[src/rtl/native_mem_pkg.sv]
// Shared types and constants for the native memory bus initiator.
package native_mem_pkg;

  typedef enum logic [1:0] {
    IDLE = 2'd0,
    REQ  = 2'd1,
    RESP = 2'd2
  } state_t;

  localparam int WORD_BYTES = 4;
  localparam int STRB_W     = 4;
  localparam int WORD_LSB   = $clog2(WORD_BYTES);

  localparam logic ERR_NONE = 1'b0;
  localparam logic ERR_SET  = 1'b1;

  // A command is rejected without a bus cycle if misaligned or a write with no byte enabled.
  function automatic logic cmd_err(input logic [WORD_LSB-1:0] addr_lo,
                                   input logic                we,
                                   input logic [STRB_W-1:0]   strb);
    return (addr_lo != '0) || (we && (strb == '0));
  endfunction

endpackage

[src/rtl/native_mem_initiator_if.sv]
// Command, response and native memory bus signals of the initiator; master is the initiator side.
interface native_mem_initiator_if
  import native_mem_pkg::*;
#(
  parameter int ADDR_W = 32,
  parameter int DATA_W = 32
);
  logic              cmd_valid;
  logic              cmd_ready;
  logic              cmd_we;
  logic [ADDR_W-1:0] cmd_addr;
  logic [DATA_W-1:0] cmd_wdata;
  logic [STRB_W-1:0] cmd_wstrb;

  logic              rsp_valid;
  logic              rsp_ready;
  logic [DATA_W-1:0] rsp_rdata;
  logic              rsp_err;

  logic              mem_valid;
  logic              mem_instr;
  logic              mem_ready;
  logic [ADDR_W-1:0] mem_addr;
  logic [DATA_W-1:0] mem_wdata;
  logic [STRB_W-1:0] mem_wstrb;
  logic [DATA_W-1:0] mem_rdata;

  modport master (
    input  cmd_valid, cmd_we, cmd_addr, cmd_wdata, cmd_wstrb,
    output cmd_ready,
    output rsp_valid, rsp_rdata, rsp_err,
    input  rsp_ready,
    output mem_valid, mem_instr, mem_addr, mem_wdata, mem_wstrb,
    input  mem_ready, mem_rdata
  );

  modport slave (
    output cmd_valid, cmd_we, cmd_addr, cmd_wdata, cmd_wstrb,
    input  cmd_ready,
    input  rsp_valid, rsp_rdata, rsp_err,
    output rsp_ready,
    input  mem_valid, mem_instr, mem_addr, mem_wdata, mem_wstrb,
    output mem_ready, mem_rdata
  );

endinterface

[src/rtl/mem_wait_timer.sv]
// Counts REQ cycles without mem_ready; tc flags the last allowed wait cycle.
// Latency: tc is combinational from the count; clear has priority over enable.
module mem_wait_timer #(
  parameter int TIMEOUT_CYCLES = 16
) (
  input  logic clk,
  input  logic reset,
  input  logic clear,
  input  logic enable,
  output logic tc
);
  localparam int CNT_W = (TIMEOUT_CYCLES > 1) ? $clog2(TIMEOUT_CYCLES) : 1;

  logic [CNT_W-1:0] count;

  always_ff @(posedge clk) begin
    if (reset || clear) begin
      count <= '0;
    end else if (enable && !tc) begin
      count <= count + CNT_W'(1);
    end
  end

  assign tc = enable && (count == CNT_W'(TIMEOUT_CYCLES - 1));

endmodule

[src/rtl/native_mem_initiator.sv]
// Runs one native-bus transaction per accepted command; min 2 cycles accept-to-rsp_valid, 3 per command.
// Single outstanding command; NATIVE_MEM_INITIATOR_TIMEOUT_EN bounds the wait for mem_ready.
module native_mem_initiator
  import native_mem_pkg::*;
#(
  parameter int ADDR_W         = 32,
  parameter int DATA_W         = 32,
  parameter int TIMEOUT_CYCLES = 16
) (
  input  logic                   clk,
  input  logic                   reset,
  native_mem_initiator_if.master bus,
  output logic                   busy
);

  if (TIMEOUT_CYCLES < 1) begin : g_bad_timeout
    $error("TIMEOUT_CYCLES must be at least 1");
  end

  state_t state;
  logic   accept;
  logic   bad_cmd;
  logic   is_read;
  logic   wait_tc;

  assign accept        = bus.cmd_valid && (state == IDLE);
  assign bad_cmd       = cmd_err(bus.cmd_addr[WORD_LSB-1:0], bus.cmd_we, bus.cmd_wstrb);
  assign is_read       = (bus.mem_wstrb == '0);
  assign bus.cmd_ready = (state == IDLE);
  assign busy          = (state != IDLE);
  assign bus.mem_instr = 1'b0;

`ifdef NATIVE_MEM_INITIATOR_TIMEOUT_EN
  mem_wait_timer #(
    .TIMEOUT_CYCLES (TIMEOUT_CYCLES)
  ) u_wait_timer (
    .clk    (clk),
    .reset  (reset),
    .clear  (accept),
    .enable ((state == REQ) && !bus.mem_ready),
    .tc     (wait_tc)
  );
`else
  assign wait_tc = 1'b0;
`endif

  always_ff @(posedge clk) begin
    if (reset) begin
      state         <= IDLE;
      bus.mem_valid <= 1'b0;
      bus.mem_addr  <= '0;
      bus.mem_wdata <= '0;
      bus.mem_wstrb <= '0;
      bus.rsp_valid <= 1'b0;
      bus.rsp_rdata <= '0;
      bus.rsp_err   <= ERR_NONE;
    end else begin
      unique case (state)
        IDLE: begin
          if (accept) begin
            if (bad_cmd) begin
              state         <= RESP;
              bus.rsp_valid <= 1'b1;
              bus.rsp_err   <= ERR_SET;
              bus.rsp_rdata <= {DATA_W{1'b0}};
            end else begin
              state         <= REQ;
              bus.mem_valid <= 1'b1;
              bus.mem_addr  <= {bus.cmd_addr[ADDR_W-1:WORD_LSB], WORD_LSB'(0)};
              bus.mem_wstrb <= bus.cmd_we ? bus.cmd_wstrb : '0;
              bus.mem_wdata <= bus.cmd_we ? bus.cmd_wdata : {DATA_W{1'b0}};
            end
          end
        end
        REQ: begin
          // mem_ready wins over the terminal count, so a late ready still succeeds.
          if (bus.mem_ready) begin
            state         <= RESP;
            bus.mem_valid <= 1'b0;
            bus.rsp_valid <= 1'b1;
            bus.rsp_err   <= ERR_NONE;
            bus.rsp_rdata <= is_read ? bus.mem_rdata : {DATA_W{1'b0}};
          end else if (wait_tc) begin
            state         <= RESP;
            bus.mem_valid <= 1'b0;
            bus.rsp_valid <= 1'b1;
            bus.rsp_err   <= ERR_SET;
            bus.rsp_rdata <= {DATA_W{1'b0}};
          end
        end
        RESP: begin
          if (bus.rsp_ready) begin
            state         <= IDLE;
            bus.rsp_valid <= 1'b0;
          end
        end
        default: state <= IDLE;
      endcase
    end
  end

endmodule

[src/flat_wrapper.sv]
// flat-port wrapper written by rule: the top's interface ports become plain ports
module native_mem_initiator_flat import native_mem_pkg::*;
#(
  parameter int ADDR_W         = 32,
  parameter int DATA_W         = 32,
  parameter int TIMEOUT_CYCLES = 16
)
  (clk, reset, busy, bus_cmd_valid, bus_cmd_we, bus_cmd_addr, bus_cmd_wdata, bus_cmd_wstrb, bus_cmd_ready, bus_rsp_valid, bus_rsp_rdata, bus_rsp_err, bus_rsp_ready, bus_mem_valid, bus_mem_instr, bus_mem_addr, bus_mem_wdata, bus_mem_wstrb, bus_mem_ready, bus_mem_rdata);
  native_mem_initiator_if #(.ADDR_W(ADDR_W), .DATA_W(DATA_W)) bus_i ();
  input  logic clk;
  input  logic reset;
  output logic busy;
  input wire logic [$bits(bus_i.cmd_valid)-1:0] bus_cmd_valid;
  input wire logic [$bits(bus_i.cmd_we)-1:0] bus_cmd_we;
  input wire logic [$bits(bus_i.cmd_addr)-1:0] bus_cmd_addr;
  input wire logic [$bits(bus_i.cmd_wdata)-1:0] bus_cmd_wdata;
  input wire logic [$bits(bus_i.cmd_wstrb)-1:0] bus_cmd_wstrb;
  output wire logic [$bits(bus_i.cmd_ready)-1:0] bus_cmd_ready;
  output wire logic [$bits(bus_i.rsp_valid)-1:0] bus_rsp_valid;
  output wire logic [$bits(bus_i.rsp_rdata)-1:0] bus_rsp_rdata;
  output wire logic [$bits(bus_i.rsp_err)-1:0] bus_rsp_err;
  input wire logic [$bits(bus_i.rsp_ready)-1:0] bus_rsp_ready;
  output wire logic [$bits(bus_i.mem_valid)-1:0] bus_mem_valid;
  output wire logic [$bits(bus_i.mem_instr)-1:0] bus_mem_instr;
  output wire logic [$bits(bus_i.mem_addr)-1:0] bus_mem_addr;
  output wire logic [$bits(bus_i.mem_wdata)-1:0] bus_mem_wdata;
  output wire logic [$bits(bus_i.mem_wstrb)-1:0] bus_mem_wstrb;
  input wire logic [$bits(bus_i.mem_ready)-1:0] bus_mem_ready;
  input wire logic [$bits(bus_i.mem_rdata)-1:0] bus_mem_rdata;
  assign bus_i.cmd_valid = bus_cmd_valid;
  assign bus_i.cmd_we = bus_cmd_we;
  assign bus_i.cmd_addr = bus_cmd_addr;
  assign bus_i.cmd_wdata = bus_cmd_wdata;
  assign bus_i.cmd_wstrb = bus_cmd_wstrb;
  assign bus_cmd_ready = bus_i.cmd_ready;
  assign bus_rsp_valid = bus_i.rsp_valid;
  assign bus_rsp_rdata = bus_i.rsp_rdata;
  assign bus_rsp_err = bus_i.rsp_err;
  assign bus_i.rsp_ready = bus_rsp_ready;
  assign bus_mem_valid = bus_i.mem_valid;
  assign bus_mem_instr = bus_i.mem_instr;
  assign bus_mem_addr = bus_i.mem_addr;
  assign bus_mem_wdata = bus_i.mem_wdata;
  assign bus_mem_wstrb = bus_i.mem_wstrb;
  assign bus_i.mem_ready = bus_mem_ready;
  assign bus_i.mem_rdata = bus_mem_rdata;
  native_mem_initiator #(.ADDR_W(ADDR_W), .DATA_W(DATA_W), .TIMEOUT_CYCLES(TIMEOUT_CYCLES)) u_core (.clk(clk), .reset(reset), .bus(bus_i), .busy(busy));
endmodule
[config.mk]
export PLATFORM = sky130hd
export DESIGN_NAME = native_mem_initiator_flat
export DESIGN_NICKNAME = d
export VERILOG_FILES = /design/src/rtl/native_mem_pkg.sv /design/src/rtl/native_mem_initiator_if.sv /design/src/rtl/mem_wait_timer.sv /design/src/rtl/native_mem_initiator.sv /design/src/flat_wrapper.sv
export SDC_FILE = /design/constraint.sdc
export NUM_CORES = 1
export LEC_CHECK = 0
export ABC_CLOCK_PERIOD_IN_PS = 2650
export CORE_ASPECT_RATIO = 0.7
export CORE_MARGIN = 2
export CORE_UTILIZATION = 30
export CTS_BUF_LIST = sky130_fd_sc_hd__clkbuf_8 sky130_fd_sc_hd__clkbuf_16
export CTS_CLUSTER_SIZE = 28
export DETAILED_ROUTE_END_ITERATION = 10
export PLACE_DENSITY = 0.66
export SETUP_SLACK_MARGIN = 0.02
export SLEW_MARGIN = 10
export SYNTH_ARGS = -nofsm -noshare
export SYNTH_HDL_FRONTEND = slang
export SYNTH_SLANG_ARGS = --single-unit
[constraint.sdc]
create_clock -name clk -period 2.65 [get_ports clk]
set_clock_uncertainty 0.1 [all_clocks]
set_input_delay 0.265 -clock clk [delete_from_list [all_inputs] [get_ports clk]]
set_output_delay 0.265 -clock clk [all_outputs]
set_load 0.03 [all_outputs]
==> flow_metrics.env, run 1 <==
export IMPL_status="finished, final reports clean"
export IMPL_syn_inst=369
export IMPL_drt_iter0_drc=69
export IMPL_die_y_microns=101
export IMPL_finalCritPeriodShare_pct=81.9
export IMPL_crit_family="simple AND/OR/NAND/NOR gates"
export IMPL_first_global_vias=3383
export IMPL_wl_met3_microns=957
export IMPL_cp_slowest_cell="or4_4"
export IMPL_pre_cts_slack_ps=219
export IMPL_reg2reg_from="u_core.state[1]"
export IMPL_grt_pass1_wl_microns=17200
export IMPL_wl_met1_microns=4760
export IMPL_vias_per_cell=4.59
export IMPL_ios=212
export IMPL_synthMuxAreaShare_pct=7.97
export IMPL_wl_met2_microns=5200
export IMPL_power_density_nw_per_um2=527
export IMPL_clk_path_buf_depth=2
export IMPL_grt_overflow=0
export IMPL_fin_cells=737
export IMPL_avgSynthCellArea_sq_um=10.9
export IMPL_arrival_ps=2280
export IMPL_drv_cap=0
export IMPL_htree_levels=3
export IMPL_clk_latency_ps=340
export IMPL_worstMarginPinSlew_ps=543
export IMPL_syn_area_sq_um=4020
export IMPL_end_kind="flop"
export IMPL_ctsResizeCount=0
export IMPL_clk_pin_slew_ps=70
export IMPL_synth_xor_area_share_pct=0
export IMPL_leakage_nw=2.18
export IMPL_clock_sinks=103
export IMPL_start_kind="flop"
export IMPL_holdWs_ps=352
export IMPL_grt_max_degree=57
export IMPL_synthAdderAreaFrac_pct=0
export IMPL_track_usage_pct=15.1
export IMPL_rows=35
export IMPL_required_ps=2760
export IMPL_relSlewSlack_pct=63.8
export IMPL_fmax_mhz=461
export IMPL_cts_tree="yes"
export IMPL_cts_buffers=9
export IMPL_drt_pass1_iterations=4
export IMPL_crit_path_max_incr_delay_ps=580
export IMPL_synth_compound_area_share_pct=15.9
export IMPL_path_class="reg -> reg"
export IMPL_hp_class="in -> reg"
export IMPL_yosys_warnings=0
export IMPL_ys_seq_area_share_pct=51.3
export IMPL_top_layer_used="met4"
export IMPL_yosys_area_share_simple_pct=17.8
export IMPL_io_buffer_count=208
export IMPL_setup_viol=0
export IMPL_hold_viol=0
export IMPL_setup_ws_ps=480
export IMPL_antenna_found_initial=1
export IMPL_dpl_hpwl_microns=8000
export IMPL_yosys_cell_types_count=30
export IMPL_holdBufCountCts=0
export IMPL_rsz0062_at_grt="false"
export IMPL_finalCriticalPeriod_ps=2170
export IMPL_drcViolationCount=0
export IMPL_final_util_pct=49.0
export IMPL_fp_dieW_microns=142
export IMPL_routedWlPerCell_microns=14.9
export IMPL_area_delta_synth_final_pct=60.3
export IMPL_crit_buf_inv=1
export IMPL_layout_drive_gt1_share_pct=13.9
export IMPL_final_max_slew_viol_count=0
export IMPL_die_area_sq_um=14400
export IMPL_fin_nets=671
export IMPL_postRouteWirelength_microns=11000
export IMPL_hold_start="reset"
export IMPL_dr_total_vias=3380
export IMPL_crit_chain="or4_4, a211oi_4, buf_12, mux2i_1, nor2_1"
export IMPL_initial_core_util_pct=30.6
export IMPL_ant_nets=0
export IMPL_synth_seq_cells=103
export IMPL_cts_setup_buffers=0
export IMPL_crit_fanout=56
export IMPL_dpl_cell_count=720
export IMPL_gp_congestion=0.741
export IMPL_synth_top_family_by_area="simple AND/OR/NAND/NOR gates"
export IMPL_startpoint="u_core.state[1]"
export IMPL_fin_setup_tns_ps=0
export IMPL_root_buffer="clkbuf_16"
export IMPL_peakVddDrop_mv=0.327
export IMPL_core_area_sq_um=13100
[cell type report]
type / instances / area, sq um
fillers: 1194 / 6700
repair buffers: 216 / 2170
flip-flops and latches: 103 / 2060
multi-input cells: 231 / 1690
clock buffers: 9 / 225
well taps: 166 / 208
clock inverters: 7 / 66.3
inverters: 4 / 15.0
diodes: 1 / 2.50
[logic make-up after synthesis]
logic type	count (synthesis)
and+or+nand+nor	116
other	1
AOI/OAI and AO/OA	80
buffers and inverters	37
muxes	32
DFF	103
[synth_stat cells]
cell / n / area (sq um)
dfxtp_1: 103 / 2060
buf_8: 1 / 15.0
nand3_1: 10 / 50.1
nand2_1: 1 / 3.75
nand3_2: 25 / 250
or4_4: 1 / 11.3
nor3b_1: 1 / 7.51
nor3_1: 1 / 5.00
buf_4: 4 / 30.0
mux2i_1: 32 / 320
a211oi_2: 1 / 12.5
o21ai_0: 2 / 10.0
conb_1: 1 / 3.75
a22o_1: 32 / 280
nand2b_1: 35 / 219
a21o_1: 1 / 7.51
and4_1: 1 / 8.76
buf_6: 1 / 11.3
clkbuf_1: 13 / 48.8
a211oi_1: 3 / 22.5
buf_12: 6 / 120
a21oi_1: 14 / 70.1
nor4_1: 1 / 6.26
a311oi_1: 1 / 8.76
nor2_1: 39 / 146
inv_1: 4 / 15.0
buf_1: 1 / 3.75
a21oi_2: 26 / 228
and2_1: 1 / 6.26
buf_2: 7 / 35.0
[worst paths after layout]
path                             endpoint  slack [ps]  cells after the start
setup / recovery  u_core.bus.mem_addr[17]         480                      5
hold / removal    u_core.bus.mem_wstrb[1]         350                      3
setup reg to reg  u_core.bus.mem_addr[17]         480                      5
hold reg to reg   u_core.bus.mem_wdata[4]         370                      2
[worst reg2reg max path, stage by stage (launching register included)]
cell and delay (ps):
dfxtp_1 380, or4_4 580, a211oi_4 330, buf_12 320, mux2i_1 260, nor2_1 60
[power breakdown]
group,switching (mW),internal (mW)
clock,0.630,0.661
combinational,0.234,0.261
sequential,0.0226,1.58
total,0.888,2.50
[stage by stage]
stage | power [mW] | instance area (sq um)
2_1_floorplan | 1.88 | 4030
3_3_place_gp | 2.13 | 6150
3_5_place_dp | 2.14 | 6150
4_1_cts | 3.45 | 6440
5_1_grt | 3.55 | 6440
6_report | 3.39 | 6440
[layer usage]
| layer | GRT usage, % | vias up |
|---|---|---|
| met5 | 0 | - |
| met4 | 3.20 | 0 |
| li1 | - | 1673 |
| met3 | 6.27 | 10 |
| met2 | 26.1 | 115 |
| met1 | 17.7 | 1582 |
[cell usage in the layout (no fill, tap or decap), types with 2 or more instances in the layout]
master,Yosys,layout
clkinvlp_4,0,2
buf_2,7,2
clkbuf_16,0,9
nand3_1,10,10
a21oi_2,26,26
clkinv_4,0,2
nand2b_1,35,35
a211oi_1,3,3
o21ai_0,2,2
clkdlybuf4s50_1,0,206
buf_4,4,5
conb_1,1,3
dfxtp_1,103,103
a21oi_1,14,14
nor2_1,39,39
mux2i_1,32,32
buf_12,6,3
a22o_1,32,32
nand3_2,25,25
inv_1,4,4
inv_8,0,3
[state kept, by name, summed over array words and instances (netlist names)]
| name | cells |
|---|---|
| u_core.bus.mem_wdata | 32 |
| u_core.bus.mem_valid | 1 |
| u_core.bus.mem_addr | 30 |
| u_core.bus.mem_wstrb | 4 |
| u_core.bus.rsp_rdata | 32 |
| u_core.state | 2 |
| u_core.bus.rsp_valid | 1 |
| u_core.bus.rsp_err | 1 |
No activity file was read; power rests on OpenSTA's default activity.
==> inputs of run 2 (changes only) <==
--- a/config.mk
+++ b/config.mk
@@ -5,14 +5,14 @@
 export SDC_FILE = /design/constraint.sdc
 export NUM_CORES = 1
 export LEC_CHECK = 0
-export ABC_CLOCK_PERIOD_IN_PS = 2650
+export ABC_CLOCK_PERIOD_IN_PS = 1800
 export CORE_ASPECT_RATIO = 0.7
 export CORE_MARGIN = 2
 export CORE_UTILIZATION = 30
 export CTS_BUF_LIST = sky130_fd_sc_hd__clkbuf_8 sky130_fd_sc_hd__clkbuf_16
 export CTS_CLUSTER_SIZE = 28
 export DETAILED_ROUTE_END_ITERATION = 10
-export PLACE_DENSITY = 0.66
+export PLACE_DENSITY = 0.68
 export SETUP_SLACK_MARGIN = 0.02
 export SLEW_MARGIN = 10
 export SYNTH_ARGS = -nofsm -noshare
==> constraint.sdc (replaced) <==
create_clock -name clk -period 1.8 [get_ports clk]
set_clock_uncertainty 0.1 [all_clocks]
set_input_delay 0.18 -clock clk [delete_from_list [all_inputs] [get_ports clk]]
set_output_delay 0.18 -clock clk [all_outputs]
set_load 0.03 [all_outputs]
==> run 2 against run 1 <==
  * The flow now finishes with violations (setup timing)
  * Clock power increased by 51%
  * Die area unchanged
  * Combinational power increased by 79%
  * Global-route usage increased by 0.37 points
  * Hold slack got worse by 270 ps
  * Power increased by 53%
==> flow_metrics.env, run 2 (same netlist as run 1, synthesis figures left out) <==
export IMPL_path_class="reg -> reg"
export IMPL_required_ps=1920
export IMPL_dr_total_vias=3533
export IMPL_ant_nets=0
export IMPL_startpoint="u_core.state[0]"
export IMPL_final_util_pct=53.4
export IMPL_reg2reg_from="u_core.state[0]"
export IMPL_peakVddDrop_mv=0.501
export IMPL_io_buffer_count=208
export IMPL_worst_hold_path_endpoint="u_core.state[0]"
export IMPL_hold_viol=0
export IMPL_cts_buffers=9
export IMPL_grt_max_degree=38
export IMPL_rsz0062_at_grt="true"
export IMPL_core_area_sq_um=13100
export IMPL_r2r_end="u_core.bus.mem_addr[16]"
export IMPL_clk_pin_slew_ps=70
export IMPL_setup_ws_ps=-158
export IMPL_status="finished with violations"
export IMPL_arrival_ps=2070
export IMPL_power_density_nw_per_um2=740
export IMPL_die_area_sq_um=14400
export IMPL_dpl_hpwl_microns=8400
export IMPL_final_fill_count=1122
export IMPL_drt_iter0_drc=105
export IMPL_vias_per_cell=4.61
export IMPL_reg_top3="u_core.bus.mem_wdata (32), u_core.bus.rsp_rdata (32), u_core.bus.mem_addr (30)"
export IMPL_fin_cells=767
export IMPL_antenna_cells=0
export IMPL_root_buffer="clkbuf_16"
export IMPL_setup_viol=82
export IMPL_antenna_found_initial=0
export IMPL_track_usage_pct=15.5
export IMPL_die_y_microns=101
export IMPL_fin_nets=702
export IMPL_layout_drive_gt1_share_pct=21.1
export IMPL_gp_congestion=0.803
export IMPL_violations="setup timing"
export IMPL_drt_pass1_iterations=4
export IMPL_fmax_mhz=511
export IMPL_holdBufCountCts=0
export IMPL_final_max_slew_viol_count=0
export IMPL_finalCritPeriodShare_pct=109
export IMPL_clk_latency_ps=340
export IMPL_r2r_cells=7
export IMPL_leakage_nw=2.46
export IMPL_rows=35
export IMPL_start_kind="flop"
export IMPL_dpl_cell_count=736
export IMPL_grt_pass1_wl_microns=17700
export IMPL_mostFrequentLayoutCell="clkdlybuf4s50_1"
export IMPL_whs_path_depth=2
export IMPL_htree_levels=3
export IMPL_end_kind="flop"
export IMPL_pre_cts_slack_ps=-507
export IMPL_reg2reg_slack_ps=-160
export IMPL_clk_path_buf_depth=2
export IMPL_clock_sinks=103
export IMPL_drcViolationCount=0
export IMPL_hp_class="in -> reg"
export IMPL_crit_fanout=11
export IMPL_hold_start="reset"
export IMPL_grt_overflow=0
export IMPL_fin_setup_tns_ps=-6970
export IMPL_fp_dieW_microns=142
export IMPL_first_global_vias=3512
export IMPL_routedWlPerCell_microns=15.9
export IMPL_cts_tree="yes"
export IMPL_initial_core_util_pct=30.6
export IMPL_ios=212
export IMPL_finalCriticalPeriod_ps=1960
export IMPL_postRouteWirelength_microns=12200
export IMPL_holdWs_ps=80.3
export IMPL_area_delta_synth_final_pct=74.6
export IMPL_drv_cap=0
export IMPL_final_cell_mix="clkdlybuf4s50_1 (203), dfxtp_1 (102), nor2_1 (38)"
run 2: stage by stage:
stage	total power, mW	instance area [sq um]
floorplan	2.77	4040
global placement	3.17	6290
detailed placement	3.19	6290
CTS	5.17	6690
global route	5.42	7020
finish	5.19	7020
run 2: repair_timing:
action	in CTS	in global routing
cloned	2	7
pin swaps	17	28
setup endpoints to repair	69	99
buffers inserted	2	4
resized for setup	9	28
run 2: worst max-delay path, cell delays in order, from the launching register on:
cell       delay [ps]
dfxtp_2           320
or4_4             520
a211oi_4          180
buf_4             160
buf_12            150
clkbuf_16         160
mux2i_1           190
nor2_1             60
run 2: area by class of cell:
type / instances / area, sq um / share of cell area [%]
timing repair buffer: 247 / 2640 / 37.7
clock buffer: 10 / 239 / 3.41
multi-input combinational: 231 / 1790 / 25.5
clock inverter: 6 / 60.1 / 0.856
tap: 166 / 208 / 2.96
sequential: 103 / 2060 / 29.4
inverter: 4 / 15.0 / 0.214
run 2: worst max path at each step:
| stage | endpoint | slack (ps) | cells past startpoint |
|---|---|---|---|
| floorplan | u_core.bus.mem_addr[10] | -50 | 6 |
| global placement | u_core.bus.mem_addr[25] | -430 | 6 |
| detailed placement | u_core.bus.mem_addr[27] | -510 | 6 |
| CTS | u_core.bus.mem_wdata[7] | -140 | 7 |
| global route | u_core.bus.mem_addr[27] | -230 | 7 |
| finish | u_core.bus.mem_addr[16] | -160 | 7 |
run 2: per-layer routing:
layer | GRT usage [%] | wire [microns]
met5 | 0 | 0
met4 | 3.50 | 47
met3 | 5.46 | 812
met2 | 26.0 | 5930
met1 | 19.3 | 5430
run 2: power by group:
group          internal [mW]  total [mW]  switching, mW  leakage, nW
sequential              2.33        2.36         0.0313        0.834
clock                   1.11        1.95          0.833        0.150
combinational          0.489       0.885          0.397         1.48
==> inputs of run 3 (changes only) <==
--- a/config.mk
+++ b/config.mk
@@ -8,11 +8,11 @@
 export ABC_CLOCK_PERIOD_IN_PS = 1800
 export CORE_ASPECT_RATIO = 0.7
 export CORE_MARGIN = 2
-export CORE_UTILIZATION = 30
+export CORE_UTILIZATION = 36
 export CTS_BUF_LIST = sky130_fd_sc_hd__clkbuf_8 sky130_fd_sc_hd__clkbuf_16
 export CTS_CLUSTER_SIZE = 28
 export DETAILED_ROUTE_END_ITERATION = 10
-export PLACE_DENSITY = 0.68
+export PLACE_DENSITY = 0.79
 export SETUP_SLACK_MARGIN = 0.02
 export SLEW_MARGIN = 10
 export SYNTH_ARGS = -nofsm -noshare
==> run 3 against run 2 <==
  * The flow still finishes with violations (setup timing)
  * Flip-flop and latch count stayed put
  * Fmax is 1.3% higher
  * Clock power about the same
  * Sequential share of layout area is 0.49 points higher
  * Combinational power down 3.1%
  * Critical path type unchanged
  * Largest power group unchanged
==> flow_metrics.env, run 3 (same netlist as run 1, synthesis figures left out) <==
export IMPL_status="finished with violations"
export IMPL_violations="setup timing"
export IMPL_crit_fanout=5
export IMPL_antenna_cells=0
export IMPL_r2r_cells=7
export IMPL_fmax_mhz=518
export IMPL_routedWlPerCell_microns=16.2
export IMPL_whs_path_depth=2
export IMPL_cp_slowest_cell="or4_4"
export IMPL_drcViolationCount=0
export IMPL_required_ps=1910
export IMPL_path_class="reg -> reg"
export IMPL_arrival_ps=2040
export IMPL_crit_path_max_incr_delay_ps=530
export IMPL_final_cell_mix="clkdlybuf4s50_1 (204), dfxtp_1 (102), nor2_1 (39)"
export IMPL_mostFrequentLayoutCell="clkdlybuf4s50_1"
export IMPL_drv_cap=0
export IMPL_crit_chain="or4_4, a211oi_4, buf_6, buf_12, clkbuf_16, nand2b_4, a21oi_2"
export IMPL_grt_max_degree=65
export IMPL_finalCriticalPeriod_ps=1930
export IMPL_final_util_pct=63.1
export IMPL_core_area_sq_um=10900
export IMPL_dpl_cell_count=712
export IMPL_holdWs_ps=85.1
export IMPL_leakage_nw=2.38
export IMPL_clk_path_buf_depth=2
export IMPL_ios=212
export IMPL_track_usage_pct=18.4
export IMPL_vias_per_cell=4.77
export IMPL_peakVddDrop_mv=0.450
export IMPL_worstMarginPinSlew_ps=571
export IMPL_initial_core_util_pct=36.8
export IMPL_grt_overflow=0
export IMPL_rows=32
export IMPL_gp_congestion=0.776
export IMPL_cts_tree="yes"
export IMPL_hp_class="in -> reg"
export IMPL_holdBufCountCts=0
export IMPL_drt_iter0_drc=106
export IMPL_htree_levels=3
export IMPL_dpl_hpwl_microns=7870
export IMPL_clock_sinks=103
export IMPL_clk_latency_ps=330
export IMPL_end_kind="flop"
export IMPL_finalCritPeriodShare_pct=107
export IMPL_regArea_sq_um=2060
export IMPL_layout_drive_gt1_share_pct=19.0
export IMPL_fin_setup_tns_ps=-4990
export IMPL_power_density_nw_per_um2=748
export IMPL_first_global_vias=3549
export IMPL_postRouteWirelength_microns=12000
export IMPL_hold_viol=0
export IMPL_setup_viol=66
export IMPL_final_fill_count=869
export IMPL_relSlewSlack_pct=62.0
export IMPL_drt_pass1_iterations=4
export IMPL_ant_nets=0
export IMPL_die_area_sq_um=12000
export IMPL_dr_total_vias=3537
export IMPL_cts_buffers=9
export IMPL_setup_ws_ps=-132
export IMPL_clk_pin_slew_ps=70
export IMPL_fp_dieW_microns=130
export IMPL_io_buffer_count=208
export IMPL_fin_nets=690
export IMPL_reg_top3="u_core.bus.mem_wdata (32), u_core.bus.rsp_rdata (32), u_core.bus.mem_addr (30)"
export IMPL_pre_cts_slack_ps=-559
export IMPL_area_delta_synth_final_pct=71.7
export IMPL_multiInputGateArea_sq_um=1810
export IMPL_antenna_found_initial=0
export IMPL_rsz0062_at_grt="true"
export IMPL_die_y_microns=92.4
export IMPL_fin_cells=741
export IMPL_grt_pass1_wl_microns=17700
export IMPL_final_max_slew_viol_count=0
export IMPL_root_buffer="clkbuf_16"
export IMPL_start_kind="flop"
## run 3: area by class of cell
type	instances	share of cell area (%)
multi-input cells	231	26.2
clock buffers	9	3.26
repair buffers	235	36.7
inverters	4	0.218
well taps	153	2.77
flip-flops and latches	103	29.9
clock inverters	6	0.979
## run 3: worst max-delay path: cells and delay by family (launching register included)
kind	cells	cell delay (ps)
flops	1	320
simple gates	2	650
buf+inv	3	460
compound gates	2	270
## run 3: final timing paths
| kind | from | to | slack, ps |
|---|---|---|---|
| hold reg to reg | u_core.bus.mem_wdata[5] | u_core.bus.mem_wdata[5] | 370 |
| hold / removal | reset | u_core.bus.mem_addr[28] | 90 |
| setup reg to reg | u_core.state[0] | u_core.bus.mem_wdata[16] | -130 |
| setup / recovery | u_core.state[0] | u_core.bus.mem_wdata[16] | -130 |
## run 3: per-stage QoR
step | power (mW) | area, sq um
after floorplan | 2.77 | 4040
after global placement | 3.15 | 6190
after detailed placement | 3.17 | 6190
after CTS | 5.15 | 6690
after global routing | 5.35 | 6900
final | 5.16 | 6900
## run 3: report_power, final
| part | total [mW] | switching (mW) | internal (mW) |
|---|---|---|---|
| logic | 0.858 | 0.386 | 0.472 |
| clock network | 1.94 | 0.861 | 1.08 |
| registers | 2.36 | 0.0338 | 2.33 |
| total | 5.16 | 1.28 | 3.88 |
## run 3: per-layer routing
layer	vias to the layer above	share of wire, %	wire, microns	GRT usage, %
li1	1714	-	-	-
met1	1685	44	5270	22.9
met2	118	47	5700	30.3
met3	20	6.8	817	5.60
met4	0	2.0	242	6.63
met5	-	0	0	0
## run 3: timing repair
action / CTS / global route
buffers inserted: 4 / 1
cloned: 3 / 6
resized for setup: 17 / 9
setup endpoints to repair: 69 / 99
pin swaps: 4 / 40
